File: config.mk
export PLATFORM = sky130hd
export DESIGN_NAME = multicycle_control
export DESIGN_NICKNAME = d
export VERILOG_FILES = /design/src/rtl/multicycle_control.sv
export SDC_FILE = /design/constraint.sdc
export NUM_CORES = 1
export LEC_CHECK = 0
export ABC_AREA = 1
export CORE_MARGIN = 2
export CORE_UTILIZATION = 46
export CTS_CLUSTER_DIAMETER = 100
export CTS_CLUSTER_SIZE = 20
export DETAILED_ROUTE_END_ITERATION = 8
export PLACE_DENSITY = 0.87
export SLEW_MARGIN = 20
export SYNTH_ARGS = -nofsm -noshare
export SYNTH_HDL_FRONTEND = slang
export SYNTH_SLANG_ARGS = --single-unit
File: constraint.sdc
create_clock -name clk -period 1.9 [get_ports clk]
set_input_delay 0.38 -clock clk [delete_from_list [all_inputs] [get_ports clk]]
set_output_delay 0.38 -clock clk [all_outputs]
set_load 0.005 [all_outputs]
File: src/rtl/multicycle_control.sv
// multicycle_control
//   Moore control unit for the multicycle MIPS datapath. It steps each
//   instruction through fetch / decode / execute / memory / writeback.
//   While a memory access is outstanding, the unit holds its state until
//   mem_ready. A watchdog traps to FAULT if the access takes too long.
//   FAULT is left only by reset.
// Ports
//   clk, reset        rising-edge clock, asynchronous active-high reset
//   op                opcode field of the instruction register
//   zero              ALU zero flag (used in BRANCH)
//   mem_ready         memory has completed the current access
//   pc_write .. pc_source   datapath strobes and mux selects
//   fault             sticky trap indicator (illegal opcode / memory timeout)
//   state             current state encoding, for debug
module multicycle_control #(
    parameter int ALUOP_W = 3,
    parameter int TIMEOUT = 15,
    parameter int CNT_W   = 8
) (
    input  logic               clk,
    input  logic               reset,
    input  logic [5:0]         op,
    input  logic               zero,
    input  logic               mem_ready,
    output logic               pc_write,
    output logic               ir_write,
    output logic               i_or_d,
    output logic               mem_read,
    output logic               mem_write,
    output logic               mem_to_reg,
    output logic [1:0]         reg_dst,
    output logic               reg_write,
    output logic               alu_src_a,
    output logic [1:0]         alu_src_b,
    output logic [ALUOP_W-1:0] alu_op,
    output logic [1:0]         pc_source,
    output logic               fault,
    output logic [3:0]         state
);

    typedef enum logic [3:0] {
        IDLE     = 4'd0,
        FETCH    = 4'd1,
        DECODE   = 4'd2,
        MEM_ADDR = 4'd3,
        MEM_RD   = 4'd4,
        MEM_WB   = 4'd5,
        MEM_WR   = 4'd6,
        EXEC     = 4'd7,
        ALU_WB   = 4'd8,
        BRANCH   = 4'd9,
        JUMP     = 4'd10,
        FAULT    = 4'd11
    } state_t;

    localparam logic [ALUOP_W-1:0] ALU_R   = ALUOP_W'(3'b111);
    localparam logic [ALUOP_W-1:0] ALU_ADD = ALUOP_W'(3'b110);
    localparam logic [ALUOP_W-1:0] ALU_OR  = ALUOP_W'(3'b101);
    localparam logic [ALUOP_W-1:0] ALU_LUI = ALUOP_W'(3'b100);
    localparam logic [ALUOP_W-1:0] ALU_AND = ALUOP_W'(3'b001);
    localparam logic [ALUOP_W-1:0] ALU_SUB = ALUOP_W'(3'b000);

    localparam logic [5:0] OP_RTYPE = 6'h00;
    localparam logic [5:0] OP_J     = 6'h02;
    localparam logic [5:0] OP_JAL   = 6'h03;
    localparam logic [5:0] OP_BEQ   = 6'h04;
    localparam logic [5:0] OP_BNE   = 6'h05;
    localparam logic [5:0] OP_ADDI  = 6'h08;
    localparam logic [5:0] OP_ANDI  = 6'h0c;
    localparam logic [5:0] OP_ORI   = 6'h0d;
    localparam logic [5:0] OP_LUI   = 6'h0f;
    localparam logic [5:0] OP_LW    = 6'h23;
    localparam logic [5:0] OP_SW    = 6'h2b;

    state_t           curState;
    state_t           nextState;
    logic [CNT_W-1:0] wdCnt;
    logic             inWait;
    logic             timedOut;

    assign inWait   = (curState == FETCH) || (curState == MEM_RD) || (curState == MEM_WR);
    assign timedOut = (wdCnt == CNT_W'(TIMEOUT));
    assign state    = curState;

    always_comb begin
        nextState = curState;
        case (curState)
            IDLE:     nextState = FETCH;
            FETCH:    if (mem_ready) nextState = DECODE;
                      else if (timedOut) nextState = FAULT;
            DECODE: begin
                case (op)
                    OP_LW, OP_SW:                                 nextState = MEM_ADDR;
                    OP_RTYPE, OP_ADDI, OP_ORI, OP_ANDI, OP_LUI:   nextState = EXEC;
                    OP_BEQ, OP_BNE:                               nextState = BRANCH;
                    OP_J, OP_JAL:                                 nextState = JUMP;
                    default:                                      nextState = FAULT;
                endcase
            end
            MEM_ADDR: nextState = (op == OP_LW) ? MEM_RD : MEM_WR;
            MEM_RD:   if (mem_ready) nextState = MEM_WB;
                      else if (timedOut) nextState = FAULT;
            MEM_WB:   nextState = FETCH;
            MEM_WR:   if (mem_ready) nextState = FETCH;
                      else if (timedOut) nextState = FAULT;
            EXEC:     nextState = ALU_WB;
            ALU_WB:   nextState = FETCH;
            BRANCH:   nextState = FETCH;
            JUMP:     nextState = FETCH;
            FAULT:    nextState = FAULT;
            default:  nextState = IDLE;
        endcase
    end

    // The watchdog counts only while a wait state holds. Any state change
    // clears it, which also covers entry into FETCH, MEM_RD and MEM_WR.
    always_ff @(posedge clk or posedge reset) begin
        if (reset) begin
            curState <= IDLE;
            wdCnt    <= '0;
        end else begin
            curState <= nextState;
            wdCnt    <= (inWait && nextState == curState) ? wdCnt + 1'b1 : '0;
        end
    end

    // Outputs are decoded from the state register only. FETCH also looks
    // at mem_ready, BRANCH at zero, and several states at op. Because of
    // this the asynchronous reset removes every strobe at once, and no
    // strobe depends on nextState.
    always_comb begin
        pc_write   = 1'b0;
        ir_write   = 1'b0;
        i_or_d     = 1'b0;
        mem_read   = 1'b0;
        mem_write  = 1'b0;
        mem_to_reg = 1'b0;
        reg_dst    = 2'b00;
        reg_write  = 1'b0;
        alu_src_a  = 1'b0;
        alu_src_b  = 2'b00;
        alu_op     = '0;
        pc_source  = 2'b00;
        fault      = 1'b0;
        case (curState)
            FETCH: begin
                mem_read  = 1'b1;
                alu_src_b = 2'b01;
                alu_op    = ALU_ADD;
                ir_write  = mem_ready;
                pc_write  = mem_ready;
            end
            DECODE: begin
                alu_src_b = 2'b11;
                alu_op    = ALU_ADD;
            end
            MEM_ADDR: begin
                alu_src_a = 1'b1;
                alu_src_b = 2'b10;
                alu_op    = ALU_ADD;
            end
            MEM_RD: begin
                mem_read = 1'b1;
                i_or_d   = 1'b1;
            end
            MEM_WB: begin
                reg_write  = 1'b1;
                mem_to_reg = 1'b1;
            end
            MEM_WR: begin
                mem_write = 1'b1;
                i_or_d    = 1'b1;
            end
            EXEC: begin
                alu_src_a = 1'b1;
                if (op == OP_RTYPE) begin
                    alu_op = ALU_R;
                end else begin
                    alu_src_b = 2'b10;
                    case (op)
                        OP_ORI:  alu_op = ALU_OR;
                        OP_ANDI: alu_op = ALU_AND;
                        OP_LUI:  alu_op = ALU_LUI;
                        default: alu_op = ALU_ADD;
                    endcase
                end
            end
            ALU_WB: begin
                reg_write = 1'b1;
                reg_dst   = (op == OP_RTYPE) ? 2'b01 : 2'b00;
            end
            BRANCH: begin
                alu_src_a = 1'b1;
                alu_op    = ALU_SUB;
                pc_source = 2'b01;
                pc_write  = ((op == OP_BEQ) && zero) || ((op == OP_BNE) && !zero);
            end
            JUMP: begin
                pc_source = 2'b10;
                pc_write  = 1'b1;
                if (op == OP_JAL) begin
                    reg_write = 1'b1;
                    reg_dst   = 2'b10;
                end
            end
            FAULT:   fault = 1'b1;
            default: ;
        endcase
    end

endmodule
==> results of run 1 <==
## routing by layer
layer / part of all wire / global-route usage / vias to the layer above
met3: 0.079 / 0.0673 / 36
met1: 0.37 / 0.405 / 788
met4: 0.064 / 0.221 / 0
met5: 0 / 0 / -
met2: 0.49 / 0.565 / 114
li1: - / - / 713
## how the worst max path moves through the flow
stage / start / endpoint / slack, ns / depth (start not counted)
after global placement: op[3] / reg_write / -0.38 / 5
after global routing: state[2]$_DFF_PP0_ / wdCnt[3]$_DFF_PP0_ / -0.24 / 12
final: state[2]$_DFF_PP0_ / reg_dst[1] / -0.13 / 7
after floorplan: state[3]$_DFF_PP0_ / wdCnt[2]$_DFF_PP0_ / 0.39 / 10
after CTS: state[3]$_DFF_PP0_ / pc_source[0] / -0.17 / 6
after detailed placement: op[5] / pc_write / -0.46 / 7
## repair_timing
item	4_1_cts	5_1_grt
setup endpoints to repair	26	23
resized for setup	61	25
setup buffers	5	10
pin swaps	7	8
cloned	0	0
## cells by family after synthesis
logic type,count (synthesis)
buf+inv,32
simple gates,109
compound gates,11
fa+ha+maj,1
flops,12
xor+xnor,5
## through the flow
step           area [um2]  std cells
2_1_floorplan        1020        170
3_3_place_gp         1660        268
3_5_place_dp         1660        268
4_1_cts              1770        276
5_1_grt              1890        286
6_report             1890        286
## critical path, delay by kind of cell (launching register included)
family	cells	cell delay (ns)
DFF	1	0.45
buffers and inverters	3	0.50
and+or+nand+nor	4	0.42
## registers in the layout (all words and copies together) (netlist names)
name   cells
state      4
wdCnt      8
## power by group through the flow
stage	registers, uW	clock network [uW]	logic (uW)
after floorplan	373	0	599
after global placement	376	0	1450
after detailed placement	379	0	1490
after CTS	401	155	1510
after global routing	406	168	1970
final	403	157	1870
## synthesized netlist by cell type, drive strengths merged
cell	n
a21oi	3
xnor2	1
o221ai	1
nand4	4
or2	2
nand3	21
nor3	1
o21ai	4
nor2	37
nand2	42
inv	32
o211ai	2
dfrtp	12
nor4	1
o21bai	1
and3	1
xor2	4
ha	1
## cell type report
cell class	count	area share
Clock buffer	3	0.0119
Inverter	32	0.0649
Multi-Input combinational cell	126	0.365
Sequential cell	12	0.161
Tap cell	28	0.0185
Timing Repair Buffer	85	0.379
==> results.md, run 1 <==
* GR Util All Layers at 0.343
* Longest Clk Path Bufs at 2
* Largest fanout on the critical path at 3
* Sequential power share at 0.165
* Die width at around 51 um
* Crit path top cell by count: nand2_1
* Synth Area in Compound Gates at 0.0647
* Sequential Area at 305 um2
* Clock power frac at 0.065
* Worst-path cell chain: buf_4, nor2_4, nand2_1, inv_2, nand2_1, nor2_1, dlygate4sd2_1
* Status: finished with violations
* CTS tree: built
* Setup ws final at -0.129 ns
* Tightest Pin Transition at 0.457 ns
* Area delta synth->final at 84.5%
* DRC viols at 0
* Crit path time final at just over 2 ns
* R2R Path Start: state[2]$_DFF_PP0_
* CTS sink cnt at 12
* Placement row count at 17
* Pleak at roughly 0.0011 uW
* Post-Synth Simple-Gate Area at 0.470
* Area of the multi-input gates at slightly below 700 um2
* Largest net degree at the start of global routing at 13
* Gr ovfl total at 0
* P per Cell Area at ~1300 mW/mm2
* Synth Cell Area at ~0.0010 mm2
* Critical path class: reg -> out
* Worst min-delay path category: in -> async
* Core area at between 0.002 and 0.0025 mm2
* Worst slew margin at 0.695
* Synth unique cells at 22
* Clk_lat worst skew at 0.27 ns
* Fin nets at ~270
* Sequential-to-total area share from yosys stat at 0.293
* MaxCap Viol Count at 0
* Max IR drop VDD at 0.000933 V
* RSZ-0062 raised after global routing: true
* Final Util at 0.880
* Die H at around 51 um
* Num ports at 32
* Total iterations of the first detailed-routing run at 5
* Slew Limit Fails at 0
* Wire length per cell at 17.6 um
* Mux cell area share after synthesis at 0
* Crit path launch type: flip-flop
* Port Buf Inserts at 31
* Synth top area share at 0.293
* Xor and xnor area share after synthesis at 0.0427
* Number of global-route vias before repair at approximately 1500
* Largest area contributor in the netlist: dfrtp_1
* H-tree depth at 1
* Max incr delay on CP at roughly 0.45 ns
* Flops & latches, synth at 12
* Worst Setup End Kind: output pin
* Synth Area in Adders at 0.0122
* DRT iter0 DRCs at about 100
* Wirelength, routed at approximately 5000 um
* Final hold vios at 0
* Initial Util at 0.477
* Vias per cell at between 5 and 6
* YS warnings at 0
* # diodes at 0
* Full die area at between 0.002 and 0.003 mm2
* Avg Inst Size Synth at approximately 6.0 um2
* Hold slack at 0.409 ns
* Reg clk slew, reported paths at roughly 0.070 ns
* Fmax at between 400 and 500 MHz
* Leading cell types in the layout, fill and taps excluded: buf_4 (49), nand2_1 (34), nor2_1 (25)
* Most common cell after layout, fill and taps aside: buf_4
* Total power at 2430 uW
* Critical R2R Capture: wdCnt[2]$_DFF_PP0_
* Worst Reg-to-Reg Cells at 12
* Top cells by area, synth: dfrtp_1 (29%), nand2_1 (15%), nor2_1 (12%), inv_1 (11%), nand3_1 (10%)
* Internal power at approximately 1300 uW
* Setup violations, final at 18
* Mapped Nets at about 180
* WP data arrival at 1.65 ns
* Routability congestion estimate at between 0.8 and 0.9
* Final TNS setup at -1.35 ns
* Antenna-violating nets left at 0
* Fin crit share at 1.07
* First-pass GRT wire length at about 6600 um
* # fillers at 98
* Sw Share at 0.463
* Largest family of logic cells by synthesized area: simple AND/OR/NAND/NOR gates
* Clock root buffer: clkbuf_4
* Worst EP required at 1.52 ns
* Layout cells sized above 1 at 0.403
* Number of buffers created by CTS at 3
* Mapped Cells at between 150 and 200
* Hpwl dp at around 2900 um
* Combinational power share at 0.770
* Dpl ws at -0.456 ns
* Skew final at 0.00239 ns
* Crit path max-delay cell type: dfrtp_2
* Net switching power at between 1000 and 1500 uW
* Via count at between 1500 and 2000
* Hold buffers post-CTS at 0
* R2R Setup Slk at -0.10 ns
* Failing checks: negative setup slack
* Initial antenna violation count at 0
No activity file was read; power rests on OpenSTA's default activity.
==> run 2, diff against run 1 <==
CAP_MARGIN = 20   (was default)
PLACE_DENSITY = 0.79   (was 0.87)
==> run 2 against run 1 <==
  * The flow still finishes with violations (negative setup slack)
  * Utilization down 1.9 points
  * Worst setup slack gained 0.10 ns
  * Final area shrank 2.2%
  * Hold slack better by 0.0014 ns
  * Clock power is 7% lower
  * Critical endpoint is now pc_write
  * Largest power group unchanged
==> results.md, run 2 (synthesis gave the netlist of run 1 again) <==
* Worst min-delay path category: in -> async
* Most common cell after layout, fill and taps aside: buf_4
* Top delay family on crit path: flip-flops
* Num ports at 32
* Via count at about 1500
* P per Cell Area at 1260 mW/mm2
* Area delta synth->final at 80.5%
* Worst Setup End Kind: output pin
* Most flops, register: wdCnt
* Gr ovfl total at 0
* Critical path class: reg -> out
* Total iterations of the first detailed-routing run at 5
* Placed cell count at around 260
* Layout cells sized above 1 at 0.466
* Hpwl dp at roughly 2600 um
* Initial Util at 0.477
* WP data arrival at 1.54 ns
* Port Buf Inserts at 31
* Wirelength, routed at 4000 um
* CTS sink cnt at 12
* Max reg flops at 8
* Die H at 51.2 um
* Largest fanout on the critical path at 5
* Final TNS setup at -0.0328 ns
* DRC viols at 0
* Skew final at a little under 0.002 ns
* Longest Clk Path Bufs at 2
* Initial antenna violation count at 0
* MaxCap Viol Count at 0
* Crit path top cell by count: inv_2
* Hold buffers post-CTS at 0
* First-pass GRT wire length at between 6000 and 7000 um
* Placement row count at 17
* Max incr delay on CP at 0.43 ns
* Fin nets at around 260
* Number of global-route vias before repair at 1439
* Clk_lat worst skew at approximately 0.26 ns
* Tightest Pin Transition at roughly 0.43 ns
* Crit path max-delay cell type: dfrtp_2
* Die width at 51.2 um
* Reg clk slew, reported paths at around 0.060 ns
* # fillers at about 120
* Setup violations, final at 3
* Leading cell types in the layout, fill and taps excluded: buf_4 (39), nand2_1 (30), inv_1 (25)
* Final hold vios at 0
* Fin crit share at 1.01
* Core area at 0.00215 mm2
* CTS tree: built
* Finished Layout Cells at 277
* Wire length per cell at around 14 um
* DRT iter0 DRCs at a little under 60
* Worst EP required at between 1.5 and 2 ns
* Routability congestion estimate at between 0.8 and 0.9
* Vias per cell at roughly 5.5
* RSZ-0062 raised after global routing: true
* Worst-path cell chain: inv_2, nor2_4, buf_6, nand2_1, inv_2, nand3_1, o211ai_1, buf_2
* Fmax at 520 MHz
* Setup ws final at -0.0245 ns
* Crit path launch type: flip-flop
* Slew Limit Fails at 0
* Antenna-violating nets left at 0
* Failing checks: negative setup slack
* GR Util All Layers at 0.307
* Worst slew margin at 0.715
* Full die area at between 0.002 and 0.003 mm2
* Number of buffers created by CTS at 3
* Crit path time final at ~1.9 ns
* Pleak at a little over 0.001 uW
* Max IR drop VDD at approximately 0.00095 V
* Buf/Inv on CP at 4
* Status: finished with violations
* H-tree depth at 1
* Largest net degree at the start of global routing at 13
* # diodes at 0
* Clock root buffer: clkbuf_4
==> run 2: final timing paths <==
| kind | start | end | slack (ns) | cells past startpoint |
|---|---|---|---|---|
| max in group asynchronous | reset | state[0]$_DFF_PP0_ | 1.17 | 2 |
| worst max register to register | state[0]$_DFF_PP0_ | wdCnt[4]$_DFF_PP0_ | 0.05 | 13 |
| worst min-delay path | reset | wdCnt[7]$_DFF_PP0_ | 0.41 | 2 |
| worst min register to register | wdCnt[0]$_DFF_PP0_ | wdCnt[0]$_DFF_PP0_ | 0.47 | 1 |
| worst max-delay path | state[3]$_DFF_PP0_ | pc_write | -0.02 | 8 |
| min in group clk | wdCnt[0]$_DFF_PP0_ | wdCnt[0]$_DFF_PP0_ | 0.47 | 1 |
==> run 2: through the flow <==
stage / worst slack (ns) / total power, uW / util / hold slack, ns / instance area (um2)
final: -0.0245 / 2320 / 0.861 / 0.410 / 1850
after global routing: -0.0801 / 2470 / 0.861 / 0.465 / 1850
after detailed placement: -0.464 / 1810 / 0.760 / 0.455 / 1630
after CTS: -0.0468 / 2030 / 0.812 / 0.422 / 1740
after global placement: -0.392 / 1780 / 0.760 / 0.449 / 1630
after floorplan: 0.387 / 973 / - / 0.245 / 1020
==> run 2: area by class of cell <==
| type | count | area [um2] | area share |
|---|---|---|---|
| inverters | 32 | 123 | 0.0663 |
| multi-input cells | 126 | 761 | 0.411 |
| repair buffers | 76 | 603 | 0.326 |
| clock buffers | 3 | 22.5 | 0.0122 |
| well taps | 28 | 35.0 | 0.0189 |
| flip-flops and latches | 12 | 305 | 0.165 |
==> run 2: power by group <==
group	switching, uW	leakage (uW)	internal, uW
clock network	72.6	0.0000138	73.2
registers	94.9	0.000157	315
logic	925	0.000860	843
==> run 2: per-layer routing <==
metal | part of all wire | track usage | vias up
met5 | 0 | 0 | -
met4 | 0.053 | 0.153 | 0
met3 | 0.072 | 0.0205 | 23
met2 | 0.50 | 0.567 | 97
met1 | 0.37 | 0.353 | 713
li1 | - | - | 696
==> run 2: what timing repair did <==
action / CTS / global route
buffers inserted: 9 / 2
pin swaps: 13 / 10
endpoints found under the setup margin: 18 / 22
gates resized for setup: 80 / 41
==> run 3, diff against run 2 <==
SLEW_MARGIN = 5   (was 20)
==> results of run 3 <==
The final DEF is identical to that of run 2; final timing and power are the same.
